$ cat config.mk
export PLATFORM = sky130hd
export DESIGN_NAME = rr_arbiter4
export DESIGN_NICKNAME = d
export VERILOG_FILES = /design/src/rtl/arb_pkg.sv /design/src/rtl/rr_prio_encoder4.sv /design/src/rtl/rr_arbiter4.sv
export SDC_FILE = /design/constraint.sdc
export NUM_CORES = 1
export LEC_CHECK = 0
export BUFFER_PORTS_ARGS = -buffer_cell sky130_fd_sc_hd__buf_2
export CAP_MARGIN = 20
export CORE_AREA = 3 3 51 53
export CTS_CLUSTER_SIZE = 10
export DETAILED_ROUTE_END_ITERATION = 7
export DIE_AREA = 0 0 54 56
export PLACE_DENSITY = 0.63
export SLEW_MARGIN = 20
export SYNTH_ARGS = -nofsm -noshare
export SYNTH_HDL_FRONTEND = slang
export SYNTH_SLANG_ARGS = --single-unit
export TNS_END_PERCENT = 10
$ cat constraint.sdc
create_clock -name clk -period 5.46 [get_ports clk]
set_input_delay 0.273 -clock clk [delete_from_list [all_inputs] [get_ports clk]]
set_output_delay 0.273 -clock clk [all_outputs]
set_load 0.03 [all_outputs]
$ cat src/rtl/arb_pkg.sv
// ---------------------------------------------------------------------------
// arb_pkg : shared types and helpers for the 4-way round-robin arbiter
// Rev 1.0 : initial release
// ---------------------------------------------------------------------------
`default_nettype none

package arb_pkg;

  localparam int N_REQ = 4;
  localparam int ID_W  = 2;

  typedef enum logic [0:0] {
    IDLE  = 1'b0,
    GRANT = 1'b1
  } arb_state_t;

  function automatic logic [N_REQ-1:0] onehot(input logic [ID_W-1:0] id);
    logic [N_REQ-1:0] vec;
    vec     = '0;
    vec[id] = 1'b1;
    return vec;
  endfunction

endpackage

`default_nettype wire

$ cat src/rtl/rr_prio_encoder4.sv
// ---------------------------------------------------------------------------
// rr_prio_encoder4 : rotating priority encoder, ptr is the highest priority
// Rev 1.0 : initial release
// ---------------------------------------------------------------------------
`default_nettype none

module rr_prio_encoder4
  import arb_pkg::*;
(
  input  logic [N_REQ-1:0] req,
  input  logic [ID_W-1:0]  ptr,
  output logic             any,
  output logic [ID_W-1:0]  win_id
);

  logic [N_REQ-1:0] rotated;
  logic [ID_W-1:0]  offset;

  always_comb begin
    // Bit i of rotated is requester (ptr + i) mod 4; the 2-bit index wraps.
    rotated = '0;
    for (int i = 0; i < N_REQ; i++) begin
      rotated[i] = req[ID_W'(i) + ptr];
    end
    offset = '0;
    for (int i = N_REQ - 1; i >= 0; i--) begin
      if (rotated[i]) begin
        offset = ID_W'(i);
      end
    end
    any    = |req;
    win_id = offset + ptr;
  end

endmodule

`default_nettype wire

$ cat src/rtl/rr_arbiter4.sv
// ---------------------------------------------------------------------------
// rr_arbiter4 : 4-requester round-robin arbiter with bounded grant hold time
// Rev 1.0 : initial release
// ---------------------------------------------------------------------------
`default_nettype none

module rr_arbiter4
  import arb_pkg::*;
#(
  parameter int MAX_HOLD = 8
)(
  input  logic             clk,
  input  logic             reset,
  input  logic [N_REQ-1:0] req,
  input  logic [N_REQ-1:0] done,
  output logic [N_REQ-1:0] gnt,
  output logic [ID_W-1:0]  gnt_id,
  output logic             gnt_valid,
  output logic             expired
);

  localparam int CNT_W = (MAX_HOLD > 0) ? $clog2(MAX_HOLD + 1) : 1;
  localparam int HOLD_LAST = (MAX_HOLD > 0) ? (MAX_HOLD - 1) : 0;
  localparam logic [CNT_W-1:0] HOLD_LAST_C = CNT_W'(HOLD_LAST);
  localparam logic [CNT_W-1:0] HOLD_MAX_C  = CNT_W'(MAX_HOLD);

  arb_state_t       state, state_next;
  logic [ID_W-1:0]  ptr, ptr_next;
  logic [CNT_W-1:0] hold_cnt, hold_cnt_next;
  logic [N_REQ-1:0] gnt_next;
  logic [ID_W-1:0]  gnt_id_next;
  logic             expired_next;

  logic             any;
  logic [ID_W-1:0]  win_id;
  logic             rel_normal;
  logic             rel_timeout;

  rr_prio_encoder4 u_prio (
    .req    (req),
    .ptr    (ptr),
    .any    (any),
    .win_id (win_id)
  );

  always_ff @(posedge clk) begin
    if (reset) begin
      state     <= IDLE;
      ptr       <= '0;
      hold_cnt  <= '0;
      gnt       <= '0;
      gnt_id    <= '0;
      gnt_valid <= 1'b0;
      expired   <= 1'b0;
    end else begin
      state     <= state_next;
      ptr       <= ptr_next;
      hold_cnt  <= hold_cnt_next;
      gnt       <= gnt_next;
      gnt_id    <= gnt_id_next;
      gnt_valid <= |gnt_next;
      expired   <= expired_next;
    end
  end

  always_comb begin
    state_next    = state;
    ptr_next      = ptr;
    hold_cnt_next = hold_cnt;
    gnt_next      = gnt;
    gnt_id_next   = gnt_id;
    expired_next  = 1'b0;

    // hold_cnt == MAX_HOLD-1 means this is the MAX_HOLD-th cycle of the grant.
    rel_normal  = done[gnt_id] | ~req[gnt_id];
    rel_timeout = (MAX_HOLD != 0) && (hold_cnt == HOLD_LAST_C);

    case (state)
      IDLE: begin
        gnt_next    = '0;
        gnt_id_next = '0;
        if (any) begin
          state_next    = GRANT;
          gnt_next      = onehot(win_id);
          gnt_id_next   = win_id;
          hold_cnt_next = '0;
        end
      end
      GRANT: begin
        if (rel_normal || rel_timeout) begin
          state_next    = IDLE;
          gnt_next      = '0;
          gnt_id_next   = '0;
          hold_cnt_next = '0;
          ptr_next      = gnt_id + ID_W'(1);
          expired_next  = rel_timeout & ~rel_normal;
        end else if (hold_cnt != HOLD_MAX_C) begin
          hold_cnt_next = hold_cnt + CNT_W'(1);
        end
      end
      default: begin
        state_next  = IDLE;
        gnt_next    = '0;
        gnt_id_next = '0;
      end
    endcase
  end

endmodule

`default_nettype wire

==> results_dict.tcl, run 1 <==
set metrics [dict create \
    status "completed" \
    gp_congestion 0.759 \
    clkTransAtPathRegs_ps 90 \
    fmax_mhz 463 \
    slew-limit-headroom_pct 72.5 \
    syn_avg_cell_area_sq_um 8.66 \
    grt_usage_pct 13.2 \
    clock_tree.buffer_depth 2 \
    setup_slack_ps 3300 \
    io_pins 18 \
    final.setup_skew_ps 6.12 \
    grt_pass1_wl_mm 3.01 \
    worst_path_max_delay_cell "dfxtp_1" \
    syn_nets 112 \
    wire_per_inst_microns 12.7 \
    clock-sinks 15 \
    synth.ff_latch_count 15 \
    grt_max_degree 18 \
    grt_overflow 0 \
    slowest_delay_ps 550 \
    drt-initial-drc-count 26 \
    cts-resized-gates 0 \
    multiInputGateArea_sq_um 534 \
    period_minus_slack_ps 2160 \
    ys.warnings.count 0 \
    ant_nets 0 \
    crit_top_cell "xnor2_1" \
    yosysSeqAreaShare_pct 35.0 \
    die_area_sq_mm 0.00302 \
    route.met2.wl_microns 801 \
    yosys.area.top_type "dfxtp_1" \
    nFillCells 212 \
    setup_viol 0 \
    cts_buffers 3 \
    cp-start-kind "flip-flop" \
    cp_cell_sequence "nor2_1 -> a211oi_1 -> a31oi_1 -> a211o_1 -> ha_1 -> xnor2_1 -> xnor2_1 -> a32o_1" \
    crit_arrival_ps 2390 \
    syn_inst 99 \
    crit_required_ps 5690 \
    highest_layer "met4" \
    cts_root_buf "clkbuf_4" \
    hold_violations 0 \
    antenna_found_initial 0 \
    cts_tree "done" \
    cap_viol_max_count 0 \
    rsz0062_at_grt "no" \
    synth.distinct_cells 35 \
    num_antenna_cells 0 \
    place_ws_ps 3340 \
    netlist_top_cells_area "dfxtp_1 35%, nor2_1 6.6%, ha_1 4.4%" \
    crit_type "reg2reg" \
    setup_tns_ps 0 \
    port_buffers 17 \
    drive_gt1_share_pct 21.4 \
    tightest_slew_ps 409 \
    viasPerCell 5.63 \
    core_sq_mm 0.00219 \
    nets 131 \
    wl_met1_microns 901 \
    drt_first_pass_iters 4 \
    die_w_microns 54 \
    vias 817 \
    register_area_sq_um 300 \
    syn_area_sq_um 857 \
    num_rows 17 \
    fin_crit_sh_pct 39.6 \
    cts_setup_buffers 0 \
    total_leakage_power_nw 0.398 \
    dp_hpwl_mm 1.38 \
    area_growth_pct 15.3 \
    met3_length_microns 115 \
    power.density_mw_per_mm2 283 \
    ir_worst_vdd_mv 0.136 \
    hold_buffers 0 \
    hold_path.class "in2reg" \
    insertion_delay_ps 280 \
    die_y_microns 56 \
    report.final.slew_viol_count 0 \
    start_util_pct 39.1 \
    drc 0 \
    end_kind "flip-flop" \
    grt_pass1_vias 706 \
    yosysTopAreaCellShare_pct 35.0 \
    cp_max_fo 12 \
    cts_max_level 1 \
    fin_util_pct 45.1 \
    wl_mm 1.84 \
]
## synthesized netlist by cell type (all sizes together)
| cell | count |
|---|---|
| a211o | 1 |
| a211oi | 4 |
| a21o | 2 |
| a21oi | 3 |
| a22o | 3 |
| a22oi | 1 |
| a31oi | 1 |
| a32o | 1 |
| and2b | 1 |
| buf | 1 |
| clkbuf | 2 |
| dfxtp | 15 |
| ha | 3 |
| inv | 2 |
| mux4 | 1 |
| nand2 | 6 |
| nand2b | 6 |
| nand3 | 3 |
| nand3b | 4 |
| nand4b | 1 |
| nor2 | 16 |
| nor3 | 3 |
| nor4 | 2 |
| o211ai | 2 |
| o21a | 3 |
| o21ai | 4 |
| o22ai | 1 |
| o2bb2ai | 1 |
| o31ai | 1 |
| o41ai | 2 |
| xnor2 | 3 |
## metrics by stage
stage	instance area (sq um)	power [mW]	cells	hold WS, ps
global placement	962	0.218	141	465
detailed placement	962	0.219	141	468
global route	988	0.298	145	358
floorplan	857	0.196	99	467
finish	988	0.279	145	347
CTS	988	0.283	145	345
## area by class of cell
class,count,share of cell area (%)
Sequential cell,15,30.4
Inverter,2,0.759
Tap cell,28,3.54
Timing Repair Buffer,17,8.61
Clock buffer,4,2.66
Multi-Input combinational cell,79,54.1
## worst max-delay path: cells and delay by family (launching register included)
family,cells,cell delay [ps]
compound gates,4,770
xor+xnor,2,490
fa+ha+maj,1,190
flops,1,550
simple gates,1,90
## state kept, by name, indices dropped and copies added (netlist names)
name	flops
ptr	2
hold_cnt	4
gnt_id	2
expired	1
gnt_valid	1
state	1
gnt	4
## layer usage
metal	up-vias	track usage (%)
met5	-	0
met3	4	1.61
li1	405	-
met1	382	17.2
met2	26	20.4
met4	0	7.47
## worst paths after layout
path / startpoint / end / slack [ps] / depth (start not counted)
setup / recovery: ptr[0]$_SDFFE_PP0P_ / gnt[3]$_SDFF_PP0_ / 3300 / 8
hold / removal: reset / gnt_id[0]$_SDFFE_PP0N_ / 350 / 2
setup reg to reg: ptr[0]$_SDFFE_PP0P_ / gnt[3]$_SDFF_PP0_ / 3300 / 8
hold reg to reg: gnt[0]$_SDFF_PP0_ / gnt[0]$_SDFF_PP0_ / 490 / 2
## cells by family (layout without fill, tap and decap cells)
logic type	count (synthesis)	count (layout)	share of synthesized area (%)
flip-flops	15	15	35.0
AND/OR/NAND/NOR	42	42	26.9
XOR/XNOR	3	3	3.07
buffers and inverters	5	23	2.63
adder cells (fa/ha/maj)	3	3	4.38
multiplexers	1	1	2.63
AO/OA/AOI/OAI	30	30	25.4
## cell usage in the layout, fill, tap and decap left out, drive strengths merged
cell type,netlist,routed
a211o,1,1
a211oi,4,4
a21o,2,2
a21oi,3,3
a22o,3,3
a22oi,1,1
a31oi,1,1
a32o,1,1
and2b,1,1
buf,1,17
clkbuf,2,4
dfxtp,15,15
ha,3,3
inv,2,2
mux4,1,1
nand2,6,6
nand2b,6,6
nand3,3,3
nand3b,4,4
nand4b,1,1
nor2,16,16
nor3,3,3
nor4,2,2
o211ai,2,2
o21a,3,3
o21ai,4,4
o22ai,1,1
o2bb2ai,1,1
o31ai,1,1
o41ai,2,2
xnor2,3,3
## where the power goes
| part | switching, mW | internal (mW) | leakage [nW] | total (mW) |
|---|---|---|---|---|
| clock | 0.0344 | 0.0284 | 0.0150 | 0.0627 |
| sequential | 0.0130 | 0.120 | 0.123 | 0.133 |
| combinational | 0.0497 | 0.0339 | 0.260 | 0.0836 |
Power figures use the tool's default switching activity.
==> run 2: changes to the inputs <==
--- a/config.mk
+++ b/config.mk
@@ -5,13 +5,14 @@
 export SDC_FILE = /design/constraint.sdc
 export NUM_CORES = 1
 export LEC_CHECK = 0
+export ABC_AREA = 1
 export BUFFER_PORTS_ARGS = -buffer_cell sky130_fd_sc_hd__buf_2
 export CAP_MARGIN = 20
-export CORE_AREA = 3 3 51 53
+export CORE_AREA = 3 3 54 56
 export CTS_CLUSTER_SIZE = 10
 export DETAILED_ROUTE_END_ITERATION = 7
-export DIE_AREA = 0 0 54 56
-export PLACE_DENSITY = 0.63
+export DIE_AREA = 0 0 57 59
+export PLACE_DENSITY = 0.66
 export SLEW_MARGIN = 20
 export SYNTH_ARGS = -nofsm -noshare
 export SYNTH_HDL_FRONTEND = slang
==> constraint.sdc (replaced) <==
create_clock -name clk -period 1.76 [get_ports clk]
set_input_delay 0.088 -clock clk [delete_from_list [all_inputs] [get_ports clk]]
set_output_delay 0.088 -clock clk [all_outputs]
set_load 0.03 [all_outputs]
==> run 2 against run 1 <==
Net effect: the flow now finishes with violations (negative setup slack); non-clock buffer count increased by 10; clock skew fell by 1.2 ps; via count increased by 26%; critical endpoint is now gnt_valid$_SDFF_PP0_; largest cell class unchanged.
==> results_dict.tcl, run 2 <==
set metrics [dict create \
    end_kind "flip-flop" \
    crit_path_start "ptr[0]$_SDFFE_PP0P_" \
    hold_violations 0 \
    die_area_sq_mm 0.00336 \
    crit_arrival_ps 2040 \
    rrSetupSlack_ps -100 \
    vias 1028 \
    start_util_pct 40.3 \
    die_y_microns 59 \
    violations "negative setup slack" \
    cp_max_fo 10 \
    report.final.slew_viol_count 0 \
    drt-initial-drc-count 20 \
    setup_viol 2 \
    total_leakage_power_nw 0.626 \
    insertion_delay_ps 280 \
    switching_share_pct 43.1 \
    cap_viol_max_count 0 \
    wl_mm 2.17 \
    hold_path.class "in2reg" \
    synth-edff-count 0 \
    io_pins 18 \
    rsz0062_at_grt "yes" \
    seq_power_share_pct 32.9 \
    crit_type "reg2reg" \
    cts_buffers 3 \
    yosysMostFrequentCell "nand2_1" \
    clock-sinks 15 \
    clock_tree.buffer_depth 2 \
    cts_root_buf "clkbuf_4" \
    wire_per_inst_microns 10.3 \
    holdPathStages 2 \
    p_int_mw 0.774 \
    async_flop_share_pct 0 \
    reg_top3 "gnt x4, hold_cnt x4" \
    core_sq_mm 0.00248 \
    yosysSeqAreaShare_pct 30.1 \
    slowest_delay_ps 430 \
    worst_path_max_delay_cell "dfxtp_4" \
    ir_worst_vdd_mv 0.633 \
    dp_hpwl_mm 1.82 \
    grt_max_degree 12 \
    path_depth 16 \
    syn_inst 152 \
    period_minus_slack_ps 1860 \
    cp_cell_sequence "inv_8 -> nand2_2 -> nand2_2 -> nand2_2 -> nand2_2 -> a31oi_1 -> nor2_1 -> ha_2 -> xnor2_2 -> inv_1 -> nand2_2 -> nand2_2 -> nand2_2 -> nand2_2 -> o21bai_2 -> nand3_1" \
    fin_hold_ws_ps 109 \
    cts_max_level 1 \
    grt_pass1_vias 991 \
    syn_nets 165 \
    num_rows 18 \
    grt_pass1_wl_mm 3.75 \
    place_ws_ps -180 \
    nFillCells 255 \
    gp_congestion 0.918 \
    fmax_mhz 536 \
    cts_tree "done" \
    r2r-start "ptr[0]$_SDFFE_PP0P_" \
    fin_crit_sh_pct 106 \
    setup_slack_ps -104 \
    area_growth_pct 26.8 \
    antenna_found_initial 0 \
    register_area_sq_um 308 \
    synth.distinct_cells 26 \
    port_buffers 17 \
    final_cell_mix "41 x nand2_1, 20 x nand2_2, 17 x buf_2, 15 x inv_1, 13 x dfxtp_1" \
    p_switching_mw 0.587 \
    tightest_slew_ps 252 \
    drive_gt1_share_pct 39.2 \
    mostFrequentLayoutCell "nand2_1" \
    r2r_cells 16 \
    drc 0 \
    nets 195 \
    setup_tns_ps -158 \
    synth.ff_latch_count 15 \
    num_antenna_cells 0 \
    clkTransAtPathRegs_ps 90 \
    die_w_microns 57 \
    syn_area_sq_um 998 \
    viasPerCell 4.87 \
    ant_nets 0 \
    crit_top_cell "nand2_2" \
    ys.warnings.count 0 \
    r2r-end "gnt_valid$_SDFF_PP0_" \
    drt_first_pass_iters 4 \
    fin_util_pct 51.1 \
    crit_required_ps 1940 \
    power.density_mw_per_mm2 1070 \
    cp_num_buf_inv 2 \
    slew-limit-headroom_pct 83.1 \
    yosysTopAreaCellShare_pct 30.1 \
    cp_top_family "simple AND/OR/NAND/NOR gates" \
    synthTopCellsByCount "49 x nand2_1, 16 x inv_1, 15 x dfxtp_1" \
    yosys.area.top_type "dfxtp_1" \
    critPathCapture "gnt_valid$_SDFF_PP0_" \
    combPwrFrac_pct 52.7 \
    grt_overflow 0 \
    cp-start-kind "flip-flop" \
    final.setup_skew_ps 4.94 \
    p_clk_share_pct 14.3 \
    ys.flop_type "dfxtp_1" \
    multiInputGateArea_sq_um 652 \
    syn_avg_cell_area_sq_um 6.57 \
    grt_usage_pct 14.0 \
    netlist_top_cells_area "dfxtp_1 30%, nand2_1 18%, nand2_2 8.1%" \
    status "finished with violations" \
]
[run 2: power by group through the flow]
stage / Sequential (mW) / Combinational (mW) / Clock (mW)
2_1_floorplan: 0.518 / 0.412 / 0
3_3_place_gp: 0.448 / 0.672 / 0
3_5_place_dp: 0.451 / 0.683 / 0
4_1_cts: 0.446 / 0.699 / 0.206
5_1_grt: 0.457 / 0.796 / 0.216
6_report: 0.448 / 0.717 / 0.195
[run 2: cell families after synthesis]
kind of cell	Yosys count	synth area share, %
adder cells (fa/ha/maj)	3	3.76
XOR/XNOR	1	0.877
flip-flops	15	30.1
AND/OR/NAND/NOR	93	44.9
AO/OA/AOI/OAI	18	11.2
buffers and inverters	22	9.27
[run 2: routing by layer]
metal | wire length, microns | vias up | GRT usage [%]
li1 | - | 538 | -
met1 | 901 | 468 | 14.2
met5 | 0 | - | 0
met3 | 36 | 9 | 1.31
met4 | 61 | 0 | 8.94
met2 | 1170 | 13 | 27.1
[run 2: per-stage QoR]
stage | power (mW) | instances | instance area (sq um)
CTS | 1.35 | 211 | 1240
floorplan | 0.930 | 152 | 1010
finish | 1.36 | 211 | 1270
global route | 1.47 | 211 | 1270
global placement | 1.12 | 207 | 1190
detailed placement | 1.13 | 207 | 1190
[run 2: area by class of cell]
type,count,area share [%]
clock buffers,4,2.08
multi-input cells,115,51.5
repair buffers,27,12.6
well taps,30,2.96
flip-flops and latches,15,24.3
inverters,20,6.52
[run 2: timing repair]
item                                   CTS  global route
gates resized for setup                  8             9
hold buffers                             0             0
endpoints found under the hold margin    0             0
setup endpoints to repair                7             7
setup buffers                            0             0
pin swaps                                2             1
[run 2: worst min-delay path by stage]
stage | end | start
floorplan | hold_cnt[2]$_SDFFE_PP0P_ | reset
global placement | gnt_id[0]$_SDFFE_PP0N_ | reset
detailed placement | hold_cnt[1]$_SDFFE_PP0P_ | reset
CTS | hold_cnt[1]$_SDFFE_PP0P_ | reset
global route | gnt_id[1]$_SDFFE_PP0N_ | reset
finish | gnt_id[1]$_SDFFE_PP0N_ | reset
